File: src/rtl/jt12_acc_gen.sv
// rtl/jt12_acc_gen.sv - stereo frame accumulator with pan, DAC substitution, saturation and sample strobe
// Optional JT12_ACC_MUTE_EN adds a per-channel ch_mute input.
module jt12_acc_gen #(
    parameter int NCH  = 6,
    parameter int OPW  = 14,
    parameter int OUTW = 16
) (
    input  logic                   clk,
    input  logic                   rst,
    input  logic                   op_valid,
    input  logic                   frame_start,
    input  logic [2:0]             ch,
    input  logic [1:0]             op_idx,
    input  logic [2:0]             alg,
    input  logic [1:0]             rl,
    input  logic signed [OPW-1:0]  op_result,
    input  logic                   dac_en,
    input  logic [8:0]             dac_data,
`ifdef JT12_ACC_MUTE_EN
    input  logic [NCH-1:0]         ch_mute,
`endif
    output logic signed [OUTW-1:0] left,
    output logic signed [OUTW-1:0] right,
    output logic                   sample,
    output logic [1:0]             clip
);

    localparam int ACCW = OPW + $clog2(4 * NCH);

    logic signed [ACCW-1:0] acc_l;
    logic signed [ACCW-1:0] acc_r;
    logic signed [ACCW-1:0] op_ext;
    logic signed [ACCW-1:0] dac_c;
    logic signed [ACCW-1:0] c;
    logic signed [ACCW-1:0] c_l;
    logic signed [ACCW-1:0] c_r;
    logic signed [OUTW-1:0] sat_l;
    logic signed [OUTW-1:0] sat_r;
    logic [1:0]             clip_n;
    logic [8:0]             dac_s;
    logic                   carrier;
    logic                   ch_ok;
    logic                   is_dac;
    logic                   muted;

`ifdef JT12_ACC_MUTE_EN
    logic [7:0] mute_ext;
    assign mute_ext = 8'(ch_mute);
    assign muted    = mute_ext[ch];
`else
    assign muted    = 1'b0;
`endif

    // Offset-binary to two's complement is a flip of the MSB.
    assign dac_s  = {~dac_data[8], dac_data[7:0]};
    assign dac_c  = {{(ACCW-9){dac_s[8]}}, dac_s} <<< (OPW - 9);
    assign op_ext = {{(ACCW-OPW){op_result[OPW-1]}}, op_result};
    assign ch_ok  = 32'(ch) < NCH;
    assign is_dac = dac_en && (32'(ch) == NCH - 1);

    always_comb begin
        carrier = 1'b0;
        case (alg)
            3'd0, 3'd1, 3'd2, 3'd3: carrier = (op_idx == 2'd3);
            3'd4:                   carrier = op_idx[0];
            3'd5, 3'd6:             carrier = (op_idx != 2'd0);
            default:                carrier = 1'b1;
        endcase
    end

    always_comb begin
        c = '0;
        if (ch_ok && !muted) begin
            if (is_dac) begin
                if (op_idx == 2'd3)
                    c = dac_c;
            end else if (carrier) begin
                c = op_ext;
            end
        end
        c_l = rl[1] ? c : '0;
        c_r = rl[0] ? c : '0;
    end

    generate
        if (OUTW >= ACCW) begin : g_ext
            assign sat_l  = OUTW'(acc_l);
            assign sat_r  = OUTW'(acc_r);
            assign clip_n = 2'b00;
        end else begin : g_clamp
            localparam logic signed [ACCW-1:0] MAXV = {{(ACCW-OUTW+1){1'b0}}, {(OUTW-1){1'b1}}};
            localparam logic signed [ACCW-1:0] MINV = {{(ACCW-OUTW+1){1'b1}}, {(OUTW-1){1'b0}}};
            localparam logic signed [OUTW-1:0] OMAX = {1'b0, {(OUTW-1){1'b1}}};
            localparam logic signed [OUTW-1:0] OMIN = {1'b1, {(OUTW-1){1'b0}}};

            always_comb begin
                clip_n = 2'b00;
                if (acc_l > MAXV) begin
                    sat_l     = OMAX;
                    clip_n[1] = 1'b1;
                end else if (acc_l < MINV) begin
                    sat_l     = OMIN;
                    clip_n[1] = 1'b1;
                end else begin
                    sat_l = acc_l[OUTW-1:0];
                end
                if (acc_r > MAXV) begin
                    sat_r     = OMAX;
                    clip_n[0] = 1'b1;
                end else if (acc_r < MINV) begin
                    sat_r     = OMIN;
                    clip_n[0] = 1'b1;
                end else begin
                    sat_r = acc_r[OUTW-1:0];
                end
            end
        end
    endgenerate

    // A frame_start slot closes the previous frame and seeds the next one.
    always_ff @(posedge clk) begin
        if (rst) begin
            acc_l  <= '0;
            acc_r  <= '0;
            left   <= '0;
            right  <= '0;
            sample <= 1'b0;
            clip   <= 2'b00;
        end else begin
            sample <= 1'b0;
            if (op_valid) begin
                if (frame_start) begin
                    left   <= sat_l;
                    right  <= sat_r;
                    clip   <= clip_n;
                    sample <= 1'b1;
                    acc_l  <= c_l;
                    acc_r  <= c_r;
                end else begin
                    acc_l <= acc_l + c_l;
                    acc_r <= acc_r + c_r;
                end
            end
        end
    end

endmodule

File: config.mk
export PLATFORM = sky130hd
export DESIGN_NAME = jt12_acc_gen
export DESIGN_NICKNAME = d
export VERILOG_FILES = /design/src/rtl/jt12_acc_gen.sv
export SDC_FILE = /design/constraint.sdc
export NUM_CORES = 1
export LEC_CHECK = 0
export BUFFER_PORTS_ARGS = -buffer_cell sky130_fd_sc_hd__buf_2
export CAP_MARGIN = 0
export CORE_MARGIN = 1
export CORE_UTILIZATION = 55
export CTS_CLUSTER_DIAMETER = 30
export DETAILED_ROUTE_END_ITERATION = 12
export PLACE_DENSITY = 0.86
export SLEW_MARGIN = 10
export SYNTH_ARGS = -nofsm -noshare
export SYNTH_HDL_FRONTEND = slang
export SYNTH_SLANG_ARGS = --single-unit
File: constraint.sdc
create_clock -name clk -period 5.8 [get_ports clk]
set_clock_uncertainty 0.1 [all_clocks]
set_input_delay 1.16 -clock clk [delete_from_list [all_inputs] [get_ports clk]]
set_output_delay 1.16 -clock clk [all_outputs]
set_load 0.02 [all_outputs]
Word level (Yosys, flattened, before mapping)
Index checks and enable logic that the tools add are counted.
Word-level totals
  bits in registers: 73
  input bits: 38
  output and inout bits: 35
  word-level logic and storage cells: 48
Cells by class
  add/sub/neg operators: 2
  order comparisons: 5
  eq/ne operators: 8
  mux-type cells: 18
  bitwise operators: 2
  reduce and logical (&&, ||, !) cells: 7
Operators with widths (count)
  2-to-1 mux 19 bit: 8
  2-to-1 mux 16 bit: 4
  adder 19 bit: 2
  greater-than comparator 19 x 16 -> 1 bit, second input constant: 2
  less-than comparator 19 x 16 -> 1 bit, second input constant: 2
  equality test 3 bit, second input constant: 4
  equality test 3 x 2 -> 1 bit, second input constant: 2
  2-to-1 mux 1 bit: 5
  OR reduction 2 bit: 2
  OR reduction 4 bit: 1
  equality test 3 x 1 -> 1 bit, second input constant: 1
  logical NOT 3 bit: 1
  less-than comparator 3 bit, second input constant: 1
  one-hot mux 1 bit (3 select lines): 1
  equality test 2 bit, second input constant: 1
  NOT 1 bit: 2
  AND reduction 2 bit: 1
  nonzero test 2 bit: 1
  logical AND 1 bit: 1

Longest topological paths before layout
Gate-level depths: netlist of run 1.
  word-level depth: 9
  mapped depth: 16

Worst setup path before layout of run 1
Ideal clock, no wire load.
  path kind: input-to-reg
  start: input ch[1]
  end: register acc_l[16]
  arrival: 4.091 ns
  required time: 5.605 ns
  path slack: 1.514 ns
  stages on the path: 15
  cell sequence: nand4b_1 a21boi_0 and2_1 buf_2 a22oi_1 nor2_1 and2_1 ha_1 a21o_1 a221o_1 a21oi_1 a21oi_1 o31ai_1 mux2_2 a221oi_1
On the way
  longest elaborated chain between the ends: 7
  elaborated cells between the ends (all ways): 8
RTL lines
  from (decl): RTL line 12  | input logic [2:0] ch,
  equality test 3 bit: RTL line 59  | assign is_dac = dac_en && (32'(ch) == NCH - 1);
  logical AND 1 bit: RTL line 59
  2-to-1 mux 19 bit: RTL line 74  | if (is_dac) begin
  2-to-1 mux 19 bit *: RTL line 73  | if (ch_ok && !muted) begin
  2-to-1 mux 19 bit *: RTL line 81  | c_l = rl[1] ? c : '0;
  adder 19 bit: RTL line 140  | acc_l <= acc_l + c_l;
  2-to-1 mux 19 bit *: RTL line 132  | if (frame_start) begin
  to (signal assigned): RTL line 137  | acc_l <= c_l;
  to (signal assigned): RTL line 140
  to (decl): RTL line 30  | logic signed [ACCW-1:0] acc_l;
Mark *: on every way between the ends. The rest lies on a longest branch, timed or not.
A chain may end at the register's enable or synchronous reset.

Final worst setup path of run 1
Same ends and word-level chain as after synthesis.

==> results.txt, run 1 <==
The flow ran to the end, and the final reports show no timing, DRC or antenna violations. The sequential element share of the synthesized area came out at 29.33%. The worst setup path is of the in2reg kind. During synthesis, Yosys emitted a total of 0 warnings.

Summed over all instances, the cell type with the most area after synthesis is sky130_fd_sc_hd__dfxtp_1. The count of vias placed by the detailed router came out at 5,218. The share of power burned in registers came out at 45.4%.

The timing-limited maximum frequency is 226.4 MHz. The number of antenna violations at the first check in global routing is 0. The via count normalized by instance count is 6.348. The logic gate share of total power came out at 18.8%.

The number of detailed-route iterations in the first pass came out at 5. The via count of the first global-routing pass came to 5,008. The headroom to the max-slew limit came out at 39.30%. The cell sitting at the root of the clock tree is a sky130_fd_sc_hd__clkbuf_8. The number of enable-type register cells in the synthesized netlist came out at 0.

For the pin with the worst max-slew slack, the measured transition is 0.9105 ns. The number of failing setup endpoints in the final timing report is 0. The share of total power consumed by net switching came out at 30.78%. The total negative slack for setup checks came out at 0 ns.

STA puts the critical path data required time at 5.97 ns. The number of gates resized after cts is 0. The maximum single-stage delay on the critical path is 0.38 ns. The deepest level of the CTS H-tree is 3. The endpoint arrival time on the critical path is 4.59 ns.

By area the synthesized netlist is led by sky130_fd_sc_hd__dfxtp_1 (29%), sky130_fd_sc_hd__ha_1 (9.0%), sky130_fd_sc_hd__a21oi_1 (7.0%). The cell internal power dissipation is 824.3 uW. Dividing total power by cell area gives a power density of 212.5 nW/um^2. The count of port buffers added during placement came out at 72.

The final count of pins violating max slew came to 0. Across all register-to-register paths, the minimum setup slack is 3.09 ns. The first-pass GRT wire length came out at 23,350 um. Once detailed placement completed, the half-perimeter wirelength came to 10,290 um. After detailed routing, no signal wire sits above met4. The floorplan step set the die width to 97.18 um. The highest net fanout along the worst path came out at 10. The average instance area after synthesis came out at 7.642 sq um. The share of the synthesized area in the top cell type is 29.33%. Traced cell by cell, the critical path runs through buf_2 -> nand4b_1 -> a21boi_0 -> and2_1 -> a22oi_1 -> nor2_1 -> and2_1 -> ha_1 -> a21o_1 -> a31oi_1 -> a21o_1 -> a21oi_1 -> o31ai_1 -> mux2_2 -> a221oi_1. The die height came out at 97.18 um.

The count of different cell masters after synthesis is 65. The final period demand of the worst path is 4.418 ns. The share of final-layout standard cells stronger than drive strength 1 is 14.15%.

The path class of the lowest-slack min-delay path is reg2reg. Setup repair after global routing left no endpoint under its margin. The number of hold violations in the final report is 0.

The antenna diode count is 0. The overall die area is 9443 sq um. The largest buffer count on any clock path came out at 2.

The final cell utilization of the core came out at 63.93%. After detailed routing, the met3 layer carries 1142 um of wire. The core footprint came out at 8763 sq um. The slowest stage cell on the critical path is sky130_fd_sc_hd__and2_1.

The predominant post-synthesis flop cell is sky130_fd_sc_hd__dfxtp_1. The gate count after technology mapping came out at 652. The library cell with the highest instance count after synthesis is sky130_fd_sc_hd__nand2_1. The area added between synthesis and finish is 12.46%. After detailed routing, the number of remaining DRC violations is 0. The endpoint class of the critical path is a flip-flop. The detailed router put a total of 5936 um of wire on met1. The static leakage is 0.002394 uW. Counting the buffers created by CTS gives 9.

After floorplanning, the core was divided into 34 placement rows. The starting density of the core came out at 56.85%. The number of nets in the synthesized netlist is 728. The clock network fraction of total power came out at 35.7%. In this run the remaining antenna-violating nets after routing total 0. For this block, the routed nets add up to 14,370 um of wire. In this run the post-CTS setup repair buffer count came out at 0.

The number of DRC markers in iteration 0 came out at 331. For the worst-skew pair, the clock arrives at the later sink with an insertion delay of 0.37 ns. The number of register bits inferred by synthesis is 73. Across the run, the number of max-cap violations was 0. The met2 wire length came out at 6778 um. The residual overflow from global routing came out at 0.

In the finished design, the share of the clock period the worst path needs comes to 76.17%. The maximum number of pins on one net before global-route repair came out at 76. The net load switching power came out at 366.5 uW. For this design, the sink count on the clock tree is 73.

Clock-pin slew was measured on the worst setup and hold paths at 0.08 ns. In the final design database the tool counted 786 nets. The worst vdd rail ir drop came out at 248.7 uV. The number of buffers added to fix hold violations after cts came out at 0. The startpoint class of the critical path is an input port. The routability congestion estimate from global placement is 0.9495. The global router's overall resource usage came out at 30.33%. The post-detailed-route wirelength per cell is 17.48 um. The async set-reset flop share out of synthesis is 0%. TritonCTS built the clock tree. 73 I/O pins were placed. Summing every instance area after synthesis gives 4982 sq um. The commonest cells after synthesis are sky130_fd_sc_hd__nand2_1 (80), sky130_fd_sc_hd__dfxtp_1 (73), sky130_fd_sc_hd__a21oi_1 (70), sky130_fd_sc_hd__nor2_1 (70), sky130_fd_sc_hd__o21ai_0 (47).
worst max-delay path: cells and delay by family:
family	cells	cell delay, ns
mux	1	0.36
simple gates	4	1.02
buf+inv	1	0.10
fa+ha+maj	1	0.28
compound gates	8	1.66
power by group through the flow:
stage	registers [uW]	logic (uW)	clock network, uW
final	541	224	426
after global routing	544	245	447
after CTS	541	221	427
after detailed placement	552	219	0
after global placement	551	213	0
after floorplan	560	144	0
layer usage:
layer | vias to the layer above | global-route usage (%)
met1 | 2412 | 37.17
met4 | 0 | 15.38
met5 | - | 0
met2 | 240 | 50.11
met3 | 49 | 6.403
li1 | 2517 | -
state kept, by name (all words and copies together), names as in the netlist:
register,count
clip,2
acc_r,19
sample,1
acc_l,19
left,16
right,16
worst paths after layout:
check,startpoint,end,cells after the start
max,ch[1],acc_l[16],15
min,left[4],left[4],2
max reg2reg,acc_r[0],acc_r[18],10
min reg2reg,left[4],left[4],2
stage by stage:
step / power [uW] / setup WS, ns / area, sq um / instances / hold slack, ns
4_1_cts: 1188 / 1.445 / 5603 / 822 / 0.3541
3_5_place_dp: 771.3 / 1.091 / 5400 / 807 / 0.3410
2_1_floorplan: 703.8 / 1.514 / 4982 / 652 / 0.3655
5_1_grt: 1236 / 1.052 / 5603 / 822 / 0.3720
3_3_place_gp: 764.0 / 1.195 / 5400 / 807 / 0.3348
6_report: 1191 / 1.382 / 5603 / 822 / 0.3500
layout make-up:
type	count	area [sq um]
Multi-Input combinational cell	531	3338
Tap cell	108	135.1
Fill cell	782	3161
Sequential cell	73	1461
Timing Repair Buffer	77	397.9
Clock buffer	11	151.4
Inverter	18	67.56
Clock inverter	4	51.30
kinds of logic (layout without fill, tap and decap cells):
family | after synthesis | count (layout) | share of synthesized area, %
xor gates and xnor gates | 15 | 15 | 2.637
DFF | 73 | 73 | 29.33
buffers and inverters | 48 | 110 | 3.666
muxes | 4 | 4 | 0.8538
adders and majority gates | 38 | 38 | 9.844
AOI/OAI and AO/OA | 233 | 233 | 30.91
and+or+nand+nor | 241 | 241 | 22.75
cells in the final DEF, fill, tap and decap left out, types with 15 or more instances in the layout:
| master | n |
|---|---|
| sky130_fd_sc_hd__o21ai_0 | 47 |
| sky130_fd_sc_hd__and2_1 | 24 |
| sky130_fd_sc_hd__inv_1 | 16 |
| sky130_fd_sc_hd__a21oi_1 | 70 |
| sky130_fd_sc_hd__a211oi_1 | 15 |
| sky130_fd_sc_hd__buf_2 | 72 |
| sky130_fd_sc_hd__nand2_1 | 80 |
| sky130_fd_sc_hd__dfxtp_1 | 73 |
| sky130_fd_sc_hd__ha_1 | 36 |
| sky130_fd_sc_hd__nor2_1 | 70 |
Power figures use the tool's default switching activity.
==> run 2: changes to the inputs <==
ABC_AREA = 1   (was unset)
clock period = 4.45 ns   (was 5.8 ns; I/O delays follow)
==> results.txt, run 2 <==
The net count of the finished layout is 975 (was 786). The origin of the worst setup path was op_idx[1] (was ch[1]). The count of different cell masters after synthesis came out at 40 (was 65). The category of the critical setup timing path was in2reg (unchanged). The number of placement rows is 35 (was 34). Status: finished clean (unchanged).

The async set-reset flop share out of synthesis is 0% (unchanged). The clock-pin transition on the worst setup and hold timing paths is 0.09 ns (was 0.08 ns). The final count of pins violating max slew was 0 (unchanged). The predominant post-synthesis flop cell is sky130_fd_sc_hd__dfxtp_1 (unchanged).

The synthesized netlist net count came to 916 (was 728). The number of gates resized after cts is 0 (unchanged). The number of buffers added to fix hold violations after cts came out at 0 (unchanged). The deepest level of the CTS H-tree was 3 (unchanged). The endpoint class of the critical path is a flip-flop (unchanged). The library cell with the highest instance count after synthesis is sky130_fd_sc_hd__nand2_1 (unchanged). The startpoint class of the critical path is an input port (unchanged).

The remaining design rule violation count came out at 0 (unchanged). The routed design could run at a clock period as short as 3.328 ns. The gate count after technology mapping came out at 840 (was 652).

Most instantiated cells after synthesis: sky130_fd_sc_hd__nand2_1 (224), sky130_fd_sc_hd__nor2_1 (87), sky130_fd_sc_hd__a21oi_1 (81), sky130_fd_sc_hd__inv_1 (75), sky130_fd_sc_hd__dfxtp_1 (73) (was sky130_fd_sc_hd__nand2_1 (80), sky130_fd_sc_hd__dfxtp_1 (73), sky130_fd_sc_hd__a21oi_1 (70), sky130_fd_sc_hd__nor2_1 (70), sky130_fd_sc_hd__o21ai_0 (47)). The latest clock arrival within the worst-skew pair came to 0.36 ns (was 0.37 ns). The logic gate share of total power was 21.3% (was 18.8%).

The buffer count from post-CTS setup fixing is 0 (unchanged). The worst hold slack across all endpoints came out at 0.3629 ns (was 0.3500 ns). The most common cell after layout, fill and taps aside is sky130_fd_sc_hd__nand2_1 (unchanged).

The main combinational cell family by area after synthesis is simple AND/OR/NAND/NOR gates (was compound AO/OA/AOI/OAI gates). The number of DRC markers in iteration 0 came out at 453 (was 331). The complex-gate fraction of the synthesized area is 21.76% (was 30.91%). The depth of the worst register-to-register path came out at 10 (unchanged).

The count of vias placed by the detailed router came to 5,784 (was 5,218). The CTS buffer count came out at 9 (unchanged). The root cell of the clock tree is sky130_fd_sc_hd__clkbuf_8 (unchanged). The die span in x came out at 100.5 um (was 97.18 um). The number of failing setup endpoints in the final timing report came out at 0 (unchanged). The number of register bits inferred by synthesis came out at 73 (unchanged).

The yosys synthesis warning count is 0 (unchanged). The largest buffer count on any clock path is 2 (unchanged). The total negative slack for setup checks is 0 ns (unchanged). Top cells by area, synth: sky130_fd_sc_hd__dfxtp_1 (27%), sky130_fd_sc_hd__nand2_1 (16%), sky130_fd_sc_hd__ha_1 (8.4%) (was sky130_fd_sc_hd__dfxtp_1 (29%), sky130_fd_sc_hd__ha_1 (9.0%), sky130_fd_sc_hd__a21oi_1 (7.0%)). The capturing point of the worst reg2reg path was acc_l[16] (was acc_r[18]). RSZ-0062 raised after global routing: false (unchanged). The overall die area came out at 10,110 sq um (was 9443 sq um).

The number of enable-type register cells in the synthesized netlist came to 0 (unchanged). The share of the synthesized area in the top cell type came out at 27.36% (was 29.33%). The required time reported for the critical path endpoint came out at 4.65 ns (was 5.97 ns). The simple-gate portion of the synthesized area is 32.77% (was 22.75%). The pin slew with the least headroom to its limit is 1.135 ns (was 0.9105 ns). The highest net fanout along the worst path came out at 10 (unchanged). The routability congestion estimate from global placement came out at 0.9517 (was 0.9495). The number of detailed-route iterations in the first pass is 5 (unchanged). The via count normalized by instance count came out at 5.599 (was 6.348). The average instance area after synthesis came to 6.359 sq um (was 7.642 sq um). The startpoint of the worst-slack reg-to-reg timing path is acc_l[0] (was acc_r[0]). The die height is 100.5 um (was 97.18 um). The share of total power consumed by net switching is 32.14% (was 30.78%). The starting density of the core came out at 57.26% (was 56.85%). The xor and xnor fraction of the mapped netlist area came to 0.3279% (was 2.637%).

Largest registers: acc_l: 19 flops, acc_r: 19 flops (unchanged). The clock network fraction of total power is 35.6% (was 35.7%). The share of final-layout standard cells stronger than drive strength 1 came out at 15.15% (was 14.15%). The endpoint of the worst setup timing path is acc_l[16] (unchanged). The synthesized area came out at 5341 sq um (was 4982 sq um). The TritonCTS clock tree is done (unchanged).

The number of inserted filler cells in the final layout came out at 900 (was 782). The path class of the lowest-slack min-delay path is reg2reg (unchanged). The maximum number of pins on one net before global-route repair came out at 43 (was 76).

The number of hold violations in the final report was 0 (unchanged). The cell internal power dissipation is 1121 uW (was 824.3 uW). The residual overflow from global routing came to 0 (unchanged). The endpoint arrival time on the critical path is 3.53 ns (was 4.59 ns). The first-pass GRT wire length came out at 24,920 um (was 23,350 um).

The sequential element share of the synthesized area is 27.36% (was 29.33%). The final wirelength is 14,790 um (was 14,370 um). The static leakage came out at 0.002878 uW (was 0.002394 uW). The global router's overall resource usage came out at 30.50% (was 30.33%).

The max-capacitance violation count is 0 (unchanged). The number of top-level pins came out at 73 (unchanged). The post-detailed-route count of antenna-violating nets came to 0 (unchanged). The worst vdd rail ir drop is 177.7 uV (was 248.7 uV). The count of port buffers added during placement is 72 (unchanged).

The post-synthesis share of cell area spent on full adders, half adders and majority gates is 9.182% (was 9.844%). The detailed placement HPWL came out at 11,040 um (was 10,290 um). The storage element area came out at 1461 sq um (unchanged).

The core footprint came to 9328 sq um (was 8763 sq um). The share of power burned in registers came to 43.1% (was 45.4%). The via count of the first global-routing pass is 5,430 (was 5,008). The area of the multi-input gates came out at 3421 sq um (was 3338 sq um).

The library cell with the largest summed area after synthesis is sky130_fd_sc_hd__dfxtp_1 (unchanged). The timing-limited maximum frequency is 300.5 MHz. Most frequent cells in the layout: sky130_fd_sc_hd__nand2_1 (224), sky130_fd_sc_hd__nor2_1 (87), sky130_fd_sc_hd__a21oi_1 (81) (was sky130_fd_sc_hd__nand2_1 (80), sky130_fd_sc_hd__dfxtp_1 (73), sky130_fd_sc_hd__buf_2 (72)). The net load switching power came out at 531.1 uW (was 366.5 uW). The number of antenna violations at the first check in global routing came out at 0 (unchanged). The area added between synthesis and finish is 12.04% (was 12.46%). The share of the clock period used by the worst path came out at 74.79%. The power per cell area came out at 276.1 nW/um^2 (was 212.5 nW/um^2).

The mux cell area share after synthesis came out at 0% (was 0.8538%). The headroom to the max-slew limit was 24.34% (was 39.30%). The count of clock tree sinks is 73 (unchanged).

The setup slack of the most critical reg-to-reg path is 2.27 ns (was 3.09 ns). The antenna diode count is 0 (unchanged). The post-detailed-route wirelength per cell is 14.32 um (was 17.48 um).
-- run 2: worst max-delay path, cell delays in order --
cell	delay, ns
sky130_fd_sc_hd__buf_2	0.10
sky130_fd_sc_hd__nand2_2	0.08
sky130_fd_sc_hd__inv_4	0.09
sky130_fd_sc_hd__or2_4	0.20
sky130_fd_sc_hd__nand4_4	0.15
sky130_fd_sc_hd__nor2_1	0.15
sky130_fd_sc_hd__inv_2	0.05
sky130_fd_sc_hd__nor2_1	0.13
sky130_fd_sc_hd__ha_1	0.21
sky130_fd_sc_hd__inv_1	0.06
sky130_fd_sc_hd__fa_1	0.41
sky130_fd_sc_hd__nor2_1	0.17
sky130_fd_sc_hd__nor2_1	0.08
sky130_fd_sc_hd__o21ai_1	0.25
sky130_fd_sc_hd__nand3_1	0.15
sky130_fd_sc_hd__nand3_1	0.12
sky130_fd_sc_hd__nand3_1	0.10
sky130_fd_sc_hd__a21oi_2	0.13
-- run 2: metal layers --
metal  up-vias  GRT usage, %  routed length (um)
met5         -             0                   0
met4         0         10.26                 274
met3        24         4.785                 959
met2       234         51.74                6961
met1      2629         39.43                6594
li1       2897             -                   -
-- run 2: through the flow --
stage / instance area, sq um / setup slack, ns / cells / utilization, % / power (uW)
6_report: 5984 / 1.122 / 1033 / 64.16 / 1652
5_1_grt: 5984 / 0.6954 / 1033 / 64.16 / 1724
4_1_cts: 5984 / 1.150 / 1033 / 64.16 / 1645
3_5_place_dp: 5767 / 0.7695 / 1017 / 61.82 / 1073
3_3_place_gp: 5767 / 0.8884 / 1017 / 61.82 / 1066
2_1_floorplan: 5341 / 1.193 / 840 / - / 971.8
-- run 2: final cells by class --
cell class / count / share of cell area (%)
timing repair buffer: 76 / 6.523
clock inverter: 6 / 1.505
clock buffer: 10 / 2.133
sequential: 73 / 24.42
tap: 129 / 2.697
inverter: 88 / 5.561
multi-input combinational: 651 / 57.16
-- run 2: kinds of logic after synthesis --
| family | after synthesis |
|---|---|
| xor+xnor | 2 |
| simple gates | 405 |
| flops | 73 |
| buf+inv | 116 |
| compound gates | 206 |
| fa+ha+maj | 38 |
-- run 2: how the worst min path moves through the flow --
stage | from | end | slack (ns) | cells past startpoint
after floorplan | acc_l[10] | acc_l[10] | 0.38 | 2
after global placement | right[2] | right[2] | 0.35 | 2
after detailed placement | right[7] | right[7] | 0.35 | 2
after CTS | right[7] | right[7] | 0.36 | 2
after global routing | left[2] | left[2] | 0.38 | 2
final | right[9] | right[9] | 0.36 | 2
-- run 2: power groups by stage --
| stage | Clock (uW) | Combinational, uW | Sequential (uW) |
|---|---|---|---|
| global route | 616 | 391 | 717 |
| detailed placement | 0 | 345 | 728 |
| global placement | 0 | 339 | 726 |
| floorplan | 0 | 229 | 743 |
| CTS | 586 | 347 | 712 |
| finish | 588 | 352 | 713 |
==> run 3: changes to the inputs <==
CORE_UTILIZATION = 53   (was 55)
clock period = 3 ns   (was 4.45 ns; I/O delays follow)
==> results.txt, run 3 (synthesized netlist as in run 2, its figures left out) <==
Status: finished clean (unchanged). The endpoint arrival time on the critical path is 3.08 ns (was 3.53 ns). The antenna diode count came to 0 (unchanged). The detailed placement HPWL came out at 12,040 um (was 11,040 um). The worst vdd rail ir drop came to 195.3 uV (was 177.7 uV).

The depth of the worst register-to-register path came out at 12 (was 10). The endpoint class of the critical path is a flip-flop (unchanged). The capturing point of the worst reg2reg path is acc_l[18] (was acc_l[16]). The final period demand of the worst path is 2.906 ns. The number of detailed-route iterations in the first pass is 5 (unchanged).

The non-filler instance count after layout was 1,125 (was 1,033). The total placed instance area is 6425 sq um (was 5767 sq um). The remaining design rule violation count was 0 (unchanged).

The overall die area came to 10,480 sq um (was 10,110 sq um). The capture endpoint of the worst hold path is right[5] (was right[9]). The post-place setup slack came to -0.2449 ns (was 0.7695 ns).

The beginning of the worst hold path was right[5] (was right[9]). The cell internal power dissipation came out at 1678 uW (was 1121 uW). The logic gate share of total power is 25.7% (was 21.3%). The worst hold path cell count is 2 (unchanged). The net load switching power is 818.4 uW (was 531.1 uW). The share of power burned in registers came out at 42.4% (was 43.1%). The via count normalized by instance count came to 5.595 (was 5.599). The final count of pins violating max slew is 0 (unchanged).

The number of DRC markers in iteration 0 came out at 526 (was 453). Largest registers: acc_l: 19 flops, acc_r: 19 flops (unchanged). The maximum number of pins on one net before global-route repair was 39 (was 43). The TritonCTS clock tree is done (unchanged). The net count of the finished layout is 1,063 (was 975). The count of port buffers added during placement is 72 (unchanged). The number of failing setup endpoints in the final timing report came to 0 (unchanged).

RSZ-0062 raised after global routing: true (was false). The total negative slack for setup checks came out at 0 ns (unchanged). The highest net fanout along the worst path came out at 5 (was 10). The area of all placed cells without fillers is 6701 sq um (was 5984 sq um).

The least setup slack across all paths after layout came out at 0.09359 ns (was 1.122 ns). The final cell utilization of the core came out at 68.56% (was 64.16%). The die height is 102.4 um (was 100.5 um).

The total instance count after detailed placement is 1,108 (was 1,017). The count of clock tree sinks is 73 (unchanged). The max-capacitance violation count came out at 0 (unchanged). The power per cell area is 372.5 nW/um^2 (was 276.1 nW/um^2). The pin slew with the least headroom to its limit came out at 0.7305 ns (was 1.135 ns).

The path class of the lowest-slack min-delay path is reg2reg (unchanged). The area added between synthesis and finish is 25.46% (was 12.04%). The static leakage came to 0.003310 uW (was 0.002878 uW).

The latest clock arrival within the worst-skew pair came out at 0.37 ns (was 0.36 ns). The startpoint of the worst-slack reg-to-reg timing path is acc_l[0] (unchanged). The required time reported for the critical path endpoint is 3.17 ns (was 4.65 ns). The residual overflow from global routing was 0 (unchanged). The core footprint is 9774 sq um (was 9328 sq um).

The post-detailed-route wirelength per cell came out at 14.66 um (was 14.32 um). The setup slack of the most critical reg-to-reg path came out at 0.87 ns (was 2.27 ns). The number of antenna violations at the first check in global routing came out at 0 (unchanged). The count of vias placed by the detailed router is 6,294 (was 5,784). The first-pass GRT wire length came out at 26,550 um (was 24,920 um). The startpoint class of the critical path is an input port (unchanged). The routability congestion estimate from global placement is 0.9814 (was 0.9517). The timing-limited maximum frequency came out at 344.1 MHz.

The clock-pin transition on the worst setup and hold timing paths is 0.08 ns (was 0.09 ns). The category of the critical setup timing path is in2reg (unchanged). The number of top-level pins is 73 (unchanged). The most common cell after layout, fill and taps aside is sky130_fd_sc_hd__nand2_1 (unchanged). The share of final-layout standard cells stronger than drive strength 1 is 24.29% (was 15.15%). The headroom to the max-slew limit was 51.30% (was 24.34%). The die span in x came out at 102.4 um (was 100.5 um). The starting density of the core was 54.65% (was 57.26%).

The via count of the first global-routing pass is 5,804 (was 5,430). The number of hold violations in the final report was 0 (unchanged). The CTS buffer count is 9 (unchanged). The share of total power consumed by net switching came out at 32.79% (was 32.14%). The root cell of the clock tree was sky130_fd_sc_hd__clkbuf_8 (unchanged). The global router's overall resource usage is 32.50% (was 30.50%).

The final wirelength is 16,490 um (was 14,790 um). In the finished design, the share of the clock period the worst path needs comes to 96.88%. The post-detailed-route count of antenna-violating nets is 0 (unchanged). The clock network fraction of total power was 31.9% (was 35.6%). The deepest level of the CTS H-tree is 3 (unchanged).

The number of placement rows is 36 (was 35). Most frequent cells in the layout: sky130_fd_sc_hd__nand2_1 (223), sky130_fd_sc_hd__buf_4 (91), sky130_fd_sc_hd__nor2_1 (82) (was sky130_fd_sc_hd__nand2_1 (224), sky130_fd_sc_hd__nor2_1 (87), sky130_fd_sc_hd__a21oi_1 (81)). The largest buffer count on any clock path is 2 (unchanged).
run 3: routing by layer:
metal / wire length [um] / GRT usage, % / share of wire [%]
met5: 0 / 0 / 0
met4: 681 / 16.81 / 4.1
met3: 1321 / 5.198 / 8.0
met2: 7636 / 54.41 / 46
met1: 6848 / 40.23 / 42
run 3: final cells by class:
class                   count  area, sq um
inverters                  88        332.8
fillers                   839         3073
clock buffers              11        141.4
well taps                 133        166.4
multi-input cells         652         3501
flip-flops and latches     73         1461
clock inverters             5        55.05
repair buffers            163         1044
run 3: worst max-delay path by stage:
| stage | startpoint | endpoint | depth (start not counted) |
|---|---|---|---|
| finish | op_idx[1] | acc_l[18] | 21 |
| global route | op_idx[1] | acc_l[18] | 20 |
| CTS | op_idx[1] | acc_r[18] | 19 |
| detailed placement | op_idx[1] | acc_r[18] | 19 |
| global placement | op_idx[0] | acc_r[18] | 21 |
| floorplan | op_idx[0] | acc_l[12] | 19 |
run 3: power groups by stage:
| stage | sequential [uW] | clock [uW] | combinational [uW] |
|---|---|---|---|
| CTS | 1060 | 793 | 618 |
| floorplan | 1100 | 0 | 339 |
| finish | 1060 | 797 | 641 |
| detailed placement | 1080 | 0 | 612 |
| global route | 1060 | 838 | 704 |
| global placement | 1080 | 0 | 599 |
run 3: worst max-delay path: stages:
cell and delay [ns]:
sky130_fd_sc_hd__buf_2 0.12, sky130_fd_sc_hd__nand2_2 0.08, sky130_fd_sc_hd__inv_4 0.03, sky130_fd_sc_hd__or2_4 0.25
sky130_fd_sc_hd__buf_4 0.16, sky130_fd_sc_hd__nand3_2 0.07, sky130_fd_sc_hd__a21oi_2 0.05, sky130_fd_sc_hd__nand2_1 0.14
sky130_fd_sc_hd__nor2_1 0.08, sky130_fd_sc_hd__ha_1 0.35, sky130_fd_sc_hd__nand2_1 0.13, sky130_fd_sc_hd__nor2_2 0.16
sky130_fd_sc_hd__nand3b_1 0.09, sky130_fd_sc_hd__nand3_1 0.17, sky130_fd_sc_hd__nand2_1 0.09, sky130_fd_sc_hd__nand3_1 0.10
sky130_fd_sc_hd__nand3_1 0.09, sky130_fd_sc_hd__nand2_1 0.09, sky130_fd_sc_hd__nand3_1 0.07, sky130_fd_sc_hd__nand2_1 0.08
sky130_fd_sc_hd__inv_1 0.04
run 3: stage by stage:
stage | hold slack (ns) | total power (uW)
floorplan | 0.3806 | 1442
global placement | 0.3507 | 1676
detailed placement | 0.3522 | 1691
CTS | 0.3634 | 2467
global route | 0.3766 | 2605
finish | 0.3625 | 2496
run 3: what timing repair did:
action	4_1_cts	5_1_grt
setup buffers	0	0
setup endpoints to repair	0	24
hold buffers	0	0
hold endpoints to repair	0	0
resized for setup	0	17
